$ cat src/rtl/riscv_approx_dot_seq.sv
// Job sequencer for the approximate ALU: int8 dot product then requantising shift.
// Define APPROX_SEQ_SAT_EN to clamp the final result to signed int8.
module riscv_approx_dot_seq #(
    parameter int LEN_W        = 8,
    parameter int N_BIT_APPR   = 16,
    parameter int N_BIT_PREC   = 16,
    parameter int APP_OP_WIDTH = 7,
    parameter logic [APP_OP_WIDTH-1:0] APP_DOT8     = 7'h50,
    parameter logic [APP_OP_WIDTH-1:0] APP_MULSMACS = 7'h51
) (
    input  logic                    clk,
    input  logic                    rst,
    input  logic                    start_i,
    input  logic                    abort_i,
    input  logic [LEN_W-1:0]        len_i,
    input  logic [4:0]              shift_i,
    input  logic [1:0]              dot_signed_i,
    input  logic [N_BIT_APPR-1:0]   approx_mask_i,
    input  logic [N_BIT_PREC-1:0]   precision_mask_i,
    input  logic                    op_valid_i,
    input  logic [31:0]             op_a_i,
    input  logic [31:0]             op_b_i,
    output logic                    op_ready_o,
    output logic                    alu_enable_o,
    output logic [APP_OP_WIDTH-1:0] alu_operator_o,
    output logic [N_BIT_APPR-1:0]   alu_approx_mask_o,
    output logic [N_BIT_PREC-1:0]   alu_precision_mask_o,
    output logic [31:0]             alu_operand_a_o,
    output logic [31:0]             alu_operand_b_o,
    output logic [31:0]             alu_operand_c_o,
    output logic [1:0]              alu_dot_signed_o,
    output logic [4:0]              alu_imm_o,
    input  logic [31:0]             alu_result_i,
    output logic                    busy_o,
    output logic                    done_o,
    output logic [31:0]             result_o
);

    typedef enum logic [1:0] {IDLE, RUN, SHIFT, DONE} state_t;

    state_t           state, state_nxt;
    logic [LEN_W-1:0] cnt;
    logic [4:0]       shift_q;
    logic [31:0]      acc;
    logic             s1_v;
    logic [31:0]      s1_a, s1_b;
    logic             hs;
    logic             job_go;
    logic [31:0]      res_nxt;

    assign op_ready_o = (state == RUN) && (cnt != '0);
    assign hs         = op_valid_i && op_ready_o;
    assign job_go     = (state == IDLE) && start_i && !abort_i;
    assign busy_o     = (state != IDLE);
    assign done_o     = (state == DONE);

`ifdef APPROX_SEQ_SAT_EN
    always_comb begin
        res_nxt = alu_result_i;
        if ($signed(alu_result_i) > 32'sd127)
            res_nxt = 32'd127;
        else if ($signed(alu_result_i) < -32'sd128)
            res_nxt = 32'hFFFF_FF80;
    end
`else
    assign res_nxt = alu_result_i;
`endif

    always_ff @(posedge clk or posedge rst) begin
        if (rst)
            state <= IDLE;
        else
            state <= state_nxt;
    end

    always_comb begin
        state_nxt = state;
        unique case (state)
            IDLE:  if (start_i)
                       state_nxt = (len_i != '0) ? RUN : SHIFT;
            RUN:   if (cnt == '0 && !s1_v)
                       state_nxt = SHIFT;
            SHIFT: state_nxt = DONE;
            DONE:  state_nxt = IDLE;
            default: state_nxt = IDLE;
        endcase
        if (abort_i)
            state_nxt = IDLE;
    end

    // ALU drive comes straight from S1 and the state register
    always_comb begin
        alu_enable_o    = 1'b0;
        alu_operator_o  = '0;
        alu_operand_a_o = '0;
        alu_operand_b_o = '0;
        alu_operand_c_o = '0;
        alu_imm_o       = '0;
        unique case (1'b1)
            (state == RUN) && s1_v: begin
                alu_enable_o    = 1'b1;
                alu_operator_o  = APP_DOT8;
                alu_operand_a_o = s1_a;
                alu_operand_b_o = s1_b;
                alu_operand_c_o = acc;
            end
            (state == SHIFT): begin
                alu_enable_o    = 1'b1;
                alu_operator_o  = APP_MULSMACS;
                alu_operand_c_o = acc;
                alu_imm_o       = shift_q;
            end
            default: ;
        endcase
    end

    always_ff @(posedge clk or posedge rst) begin
        if (rst) begin
            cnt                  <= '0;
            shift_q              <= '0;
            acc                  <= '0;
            s1_v                 <= 1'b0;
            s1_a                 <= '0;
            s1_b                 <= '0;
            result_o             <= '0;
            alu_dot_signed_o     <= '0;
            alu_approx_mask_o    <= '0;
            alu_precision_mask_o <= '0;
        end else begin
            if (job_go) begin
                cnt                  <= len_i;
                shift_q              <= shift_i;
                acc                  <= '0;
                alu_dot_signed_o     <= dot_signed_i;
                alu_approx_mask_o    <= approx_mask_i;
                alu_precision_mask_o <= precision_mask_i;
            end
            if (state == RUN) begin
                s1_v <= hs;
                if (hs) begin
                    s1_a <= op_a_i;
                    s1_b <= op_b_i;
                    cnt  <= cnt - 1'b1;
                end
                if (s1_v)
                    acc <= alu_result_i;
            end
            if (state == SHIFT && !abort_i)
                result_o <= res_nxt;
            if (abort_i)
                s1_v <= 1'b0;
        end
    end

endmodule

$ cat config.mk
export PLATFORM = sky130hd
export DESIGN_NAME = riscv_approx_dot_seq
export DESIGN_NICKNAME = d
export VERILOG_FILES = /design/src/rtl/riscv_approx_dot_seq.sv
export SDC_FILE = /design/constraint.sdc
export NUM_CORES = 1
export LEC_CHECK = 0
export ABC_AREA = 1
export CORE_MARGIN = 8
export CORE_UTILIZATION = 46
export CTS_CLUSTER_DIAMETER = 60
export CTS_CLUSTER_SIZE = 12
export DETAILED_ROUTE_END_ITERATION = 10
export PLACE_DENSITY = 0.89
export SETUP_SLACK_MARGIN = 0.1
export SKIP_LAST_GASP = 1
export SLEW_MARGIN = 30
export SYNTH_ARGS = -nofsm -noshare
export SYNTH_HDL_FRONTEND = slang
export SYNTH_SLANG_ARGS = --single-unit
$ cat constraint.sdc
create_clock -name clk -period 9 [get_ports clk]
set_input_delay 1.8 -clock clk [delete_from_list [all_inputs] [get_ports clk]]
set_output_delay 1.8 -clock clk [all_outputs]
set_load 0.1 [all_outputs]
After elaboration in Yosys (flattened, before gate mapping)
Cells that the tools add are included.
{"block": "word_totals", "ff_bits": 178, "latchBits": 0, "mem_bits_rw": 0, "romBits": 0, "in_bits": 148, "output_inout_bits": 178, "word_cells": 54, "memories": 0}
{"block": "classes", "n_addsub": 1, "multipliers": 0, "div_mod_pow": 0, "n_lt_le_gt_ge": 0, "eq_ne": 5, "shifts": 0, "n_mux": 19, "n_bitwise": 0, "reduce_logical": 18}
{"op": "32-bit 2-to-1 mux", "count": 6}
{"op": "8-bit 2-to-1 mux", "count": 3}
{"op": "8-bit nonzero test", "count": 2}
{"op": "7-bit one-hot mux with 2 select lines", "count": 1}
{"op": "8-bit zero test", "count": 1}
{"op": "2-bit 2-to-1 mux", "count": 4}
{"op": "2-bit one-hot mux with 4 select lines", "count": 1}
{"op": "8-bit by 1-bit subtractor with 8-bit output (second input constant)", "count": 1}
{"op": "1-bit logical AND", "count": 7}
{"op": "5-bit 2-to-1 mux", "count": 1}
{"op": "2-bit equality test (second input constant)", "count": 2}
{"op": "2-bit AND reduction", "count": 2}
{"op": "2-bit nonzero test", "count": 2}
{"op": "1-bit 2-to-1 mux", "count": 3}
{"op": "3-bit by 2-bit != test with 1-bit output (second input constant)", "count": 1}
{"op": "3-bit != test (second input constant)", "count": 1}
{"op": "2-bit by 1-bit equality test with 1-bit output (second input constant)", "count": 1}
{"op": "1-bit zero test", "count": 2}
{"op": "2-bit zero test", "count": 1}
{"op": "2-bit OR reduction", "count": 1}

Logic depth before layout (Yosys ltp)
{"block": "logic_depth", "word_depth": 6, "ltp_mapped": 9, "depth_no_buf": 8}

Worst setup path after synthesis
No wires, ideal clock.
{"block": "synth_path", "path_type": "reg2out", "startpoint": "register state[1]", "endpoint": "output port alu_operand_a_o[21]", "arrival_time_ps": 2454, "t_required_ps": 7200, "path_slack_ps": 4746, "stages_incl_launch_ff": 7, "n_path_buf": 2, "path_cell_list": "dfrtp_1 inv_1 ha_1 nand2_1 clkbuf_1 buf_1 nor2_1"}
{"block": "synth_via", "elab_chain_cells": 3}
{"element": "from (decl)", "line_no": "41", "text": "state_t state, state_nxt;"}
{"element": "from (signal assigned)", "line_no": "73", "text": "state <= state_nxt;"}
{"element": "2-bit by 1-bit equality test with 1-bit output", "line_no": "100", "text": "(state == RUN) && s1_v: begin"}
{"element": "1-bit logical AND", "line_no": "100"}
{"element": "32-bit 2-to-1 mux", "line_no": "99", "text": "unique case (1'b1)"}
{"element": "to (decl)", "line_no": "28", "text": "output logic [31:0] alu_operand_a_o,"}
No other way between the ends.

Worst setup path after layout
{"block": "layout_path", "startpoint": "register state[1]", "endpoint": "output port alu_enable_o"}
{"block": "layout_via", "elab_chain_cells": 4, "elab_cells_between_ends": 5, "cone_classes": "eq/ne: 2; mux: 1; reduce/logical: 2"}
{"element": "2-bit by 1-bit equality test with 1-bit output", "line_no": "100"}
{"element": "1-bit logical AND", "line_no": "100"}
{"element": "2-bit OR reduction (no source line) (*)"}
{"element": "1-bit 2-to-1 mux (*)", "line_no": "99"}
{"element": "to (decl)", "line_no": "24", "text": "output logic alu_enable_o,"}
Mark *: on every way between the ends. The rest lies on a longest branch, timed or not.

==> results.py <==
metrics = {
    "clocking": {
        "cts-resized-gates": 0,
        "clockBufferDepth": 2,
        "numCtsBuffers": 17,
        "cts-root-buf": "clkbuf_16",
        "cts_num_sinks": 178,
        "clk_pin_slew_ns": 0.07,
        "cts_hold_buf": 0,
        "htreeDepth": 4,
        "post_cts_buffers": 0,
        "cts_tree": "yes",
        "insertion_delay_ns": 0.43,
    },
    "cells_and_area": {
        "fin_area_um2": 11700,
        "final_nets": 1328,
        "area_growth_pct": 49.4,
        "fillCellCount": 1192,
        "drive_gt1_share_pct": 7.85,
        "diodes": 0,
    },
    "logic_synthesis": {
        "async_flop_share_pct": 100,
        "syn_area_um2": 7800,
        "syn_inst": 877,
        "syn_area_per_cell_um2": 8.89,
        "yosysTopAreaCellShare_pct": 57.1,
        "yosysSeqAreaShare_pct": 57.1,
        "ys_ff_latch": 178,
        "synth_ff_type": "dfrtp_1",
        "synth_top_cell_by_area": "dfrtp_1",
        "synth.distinct_cells": 24,
        "synth_area_leaders": "dfrtp_1 (57%), inv_1 (7.5%), nand2_1 (6.6%), o21ai_0 (6.6%), mux2_2 (5.6%)",
        "synth_edf_count": 0,
        "ys_warn_count": 0,
    },
    "worst_setup_path": {
        "r2r_setup_slack_ns": 6.27,
        "crit_end": "alu_enable_o",
        "slowest_stage": "clkdlybuf4s50_1",
        "startpoint": "state[1]$_DFFE_PP0P_",
        "r2r_start": "state[1]$_DFFE_PP0P_",
        "crit_buf_inv": 6,
        "worst_setup_path_start_kind": "register",
        "required_ns": 7.20,
        "worstRegToRegCells": 8,
        "critPathTopFamily": "buffers and inverters",
        "critPathArrivalTime_ns": 4.08,
        "path_max_fanout": 92,
        "crit_chain": "inv_1, ha_1, nand2_4, buf_4, inv_1, nor2_2, buf_4, inv_1, clkdlybuf4s50_1",
        "cpPeakStageDelay_ns": 1.00,
        "path_common_cell": "inv_1",
        "r2r-end": "state[0]$_DFFE_PP0P_",
        "crit_type": "reg2out",
        "critical_path.endpoint_type": "output pin",
        "cp.depth": 9,
    },
    "detailed_routing": {
        "drc": 0,
        "dr.first_iter.drc_count": 339,
        "via_per_inst": 4.87,
        "dr.pass1.iters": 6,
        "drt-wirelength-per-cell_um": 17.0,
        "drt_wl_total_um": 23900,
        "vias": 6842,
        "drtAntennaViolNets": 0,
    },
    "floorplan": {
        "dieArea_um2": 21400,
        "top_level_ports": 326,
        "die_x_um": 146,
        "start_util_pct": 47.0,
        "num_rows": 47,
        "die_y_um": 146,
        "core_area_um2": 16600,
    },
    "place": {
        "gp_congestion": 0.825,
        "dp_hpwl_um": 17700,
        "port_buffers": 321,
        "postPlaceCellArea_um2": 11100,
    },
    "sta": {
        "fin_crit_ns": 5.88,
        "max-slew-margin-rel_pct": 30.9,
        "finalCritPeriodShare_pct": 65.3,
        "finalSetupViolCount": 0,
        "max_freq_ghz": 0.170,
        "finClkSkew_ns": 0.0141,
        "drv_slew": 0,
        "rsz0062_at_grt": "false",
        "hold_viol_final": 0,
        "worst_slew_pin_slew_ns": 1.03,
        "setup_tns_ns": 0,
    },
    "run": {
        "maxCapViolCount": 0,
    },
    "outcome": {
        "status": "completed",
    },
    "power": {
        "ir_worst_vdd_mv": 0.394,
        "p_leak_nw": 5.29,
        "cellPowerDensity_nw_per_um2": 355,
    },
    "worst_hold_path": {
        "hold_path.class": "reg2reg",
        "hold_start": "result_o[21]$_DFFE_PP0P_",
    },
    "global_routing": {
        "grt-ovfl-total": 0,
        "antenna_found_initial": 1,
        "grt_max_degree": 112,
        "grt_pass1_wl_um": 38400,
        "grtUsageTotal_pct": 22.4,
        "grt_pass1_vias": 7345,
    },
}
## power breakdown
part           internal (mW)  switching, mW  total [mW]
Sequential              1.13          0.154        1.28
Combinational          0.519           1.60        2.12
Clock                  0.396          0.343       0.739
## layer usage
layer	track usage (%)	up-vias	routed length (µm)
met4	8.71	2	805
met2	36.9	304	11100
met5	0	-	9
li1	-	3270	-
met3	10.1	51	2540
met1	25.1	3215	9450
## cells in the final DEF, fill, tap and decap left out, types with 3 or more instances in the layout
cell             instances
inv_1                  154
ha_1                     8
xor2_1                   3
mux2_2                  39
o21ai_0                103
nor2_1                 110
inv_8                    5
nand3_1                 40
clkdlybuf4s50_1        312
buf_2                    8
inv_6                    5
clkbuf_16               17
conb_1                   4
dfrtp_1                178
nand2_1                136
o21ai_1                 39
## Yosys cell counts (2+ instances only)
master / number
o21ai_1: 39
dfrtp_1: 178
nand2_1: 138
nor2_1: 111
ha_1: 8
mux2_2: 39
buf_2: 12
clkbuf_1: 22
buf_6: 6
buf_1: 6
inv_1: 155
xor2_1: 3
xnor2_1: 2
buf_4: 6
o21ai_0: 103
nand3_1: 41
## flip-flops by register name (all words and copies together), names as in the netlist
name / cells
acc: 32
result_o: 32
s1_a: 32
s1_b: 32
alu_approx_mask_o: 16
alu_precision_mask_o: 16
cnt: 8
shift_q: 5
alu_dot_signed_o: 2
state: 2
s1_v: 1
## worst register-to-register path: cells and delay by family, from the launching register on
| family | cells | cell delay, ns |
|---|---|---|
| adders and majority gates | 1 | 0.25 |
| buffers and inverters | 2 | 0.86 |
| and+or+nand+nor | 3 | 0.51 |
| AOI/OAI and AO/OA | 2 | 0.61 |
| DFF | 1 | 0.40 |
## how the worst min path moves through the flow
stage | end | cells after the start
floorplan | acc[0]$_DFF_PP0_ | 2
global placement | result_o[11]$_DFFE_PP0P_ | 2
detailed placement | result_o[21]$_DFFE_PP0P_ | 2
CTS | result_o[21]$_DFFE_PP0P_ | 2
global route | result_o[24]$_DFFE_PP0P_ | 2
finish | result_o[21]$_DFFE_PP0P_ | 2
## per-stage QoR
step / hold slack, ns / utilization (%) / total power [mW] / setup slack [ns] / cells
after floorplan: 0.478 / - / 2.86 / 2.37 / 880
after global placement: 0.466 / 66.8 / 3.37 / 3.68 / 1372
after detailed placement: 0.476 / 66.8 / 3.42 / 3.59 / 1373
after CTS: 0.493 / 70.3 / 4.18 / 3.12 / 1405
after global routing: 0.513 / 70.3 / 4.34 / 2.86 / 1405
final: 0.490 / 70.3 / 4.14 / 3.12 / 1405
## final cells by class
cell class                      count  area [µm²]  share of cell area (%)
Tap cell                          220         275                    2.36
Clock buffer                       17         425                    3.65
Inverter                          155         589                    5.06
Timing Repair Buffer              326        3230                    27.7
Sequential cell                   178        4450                    38.2
Multi-Input combinational cell    494        2520                    21.6
Clock inverter                     15         164                    1.41
## kinds of logic after synthesis
kind of cell | Yosys count | share of synthesized area [%]
simple gates | 293 | 14.9
buf+inv | 208 | 11.1
flops | 178 | 57.1
compound gates | 145 | 9.38
mux | 39 | 5.63
fa+ha+maj | 8 | 1.28
xor+xnor | 5 | 0.562
other cells | 1 | 0.0481
Power figures use the tool's default switching activity.
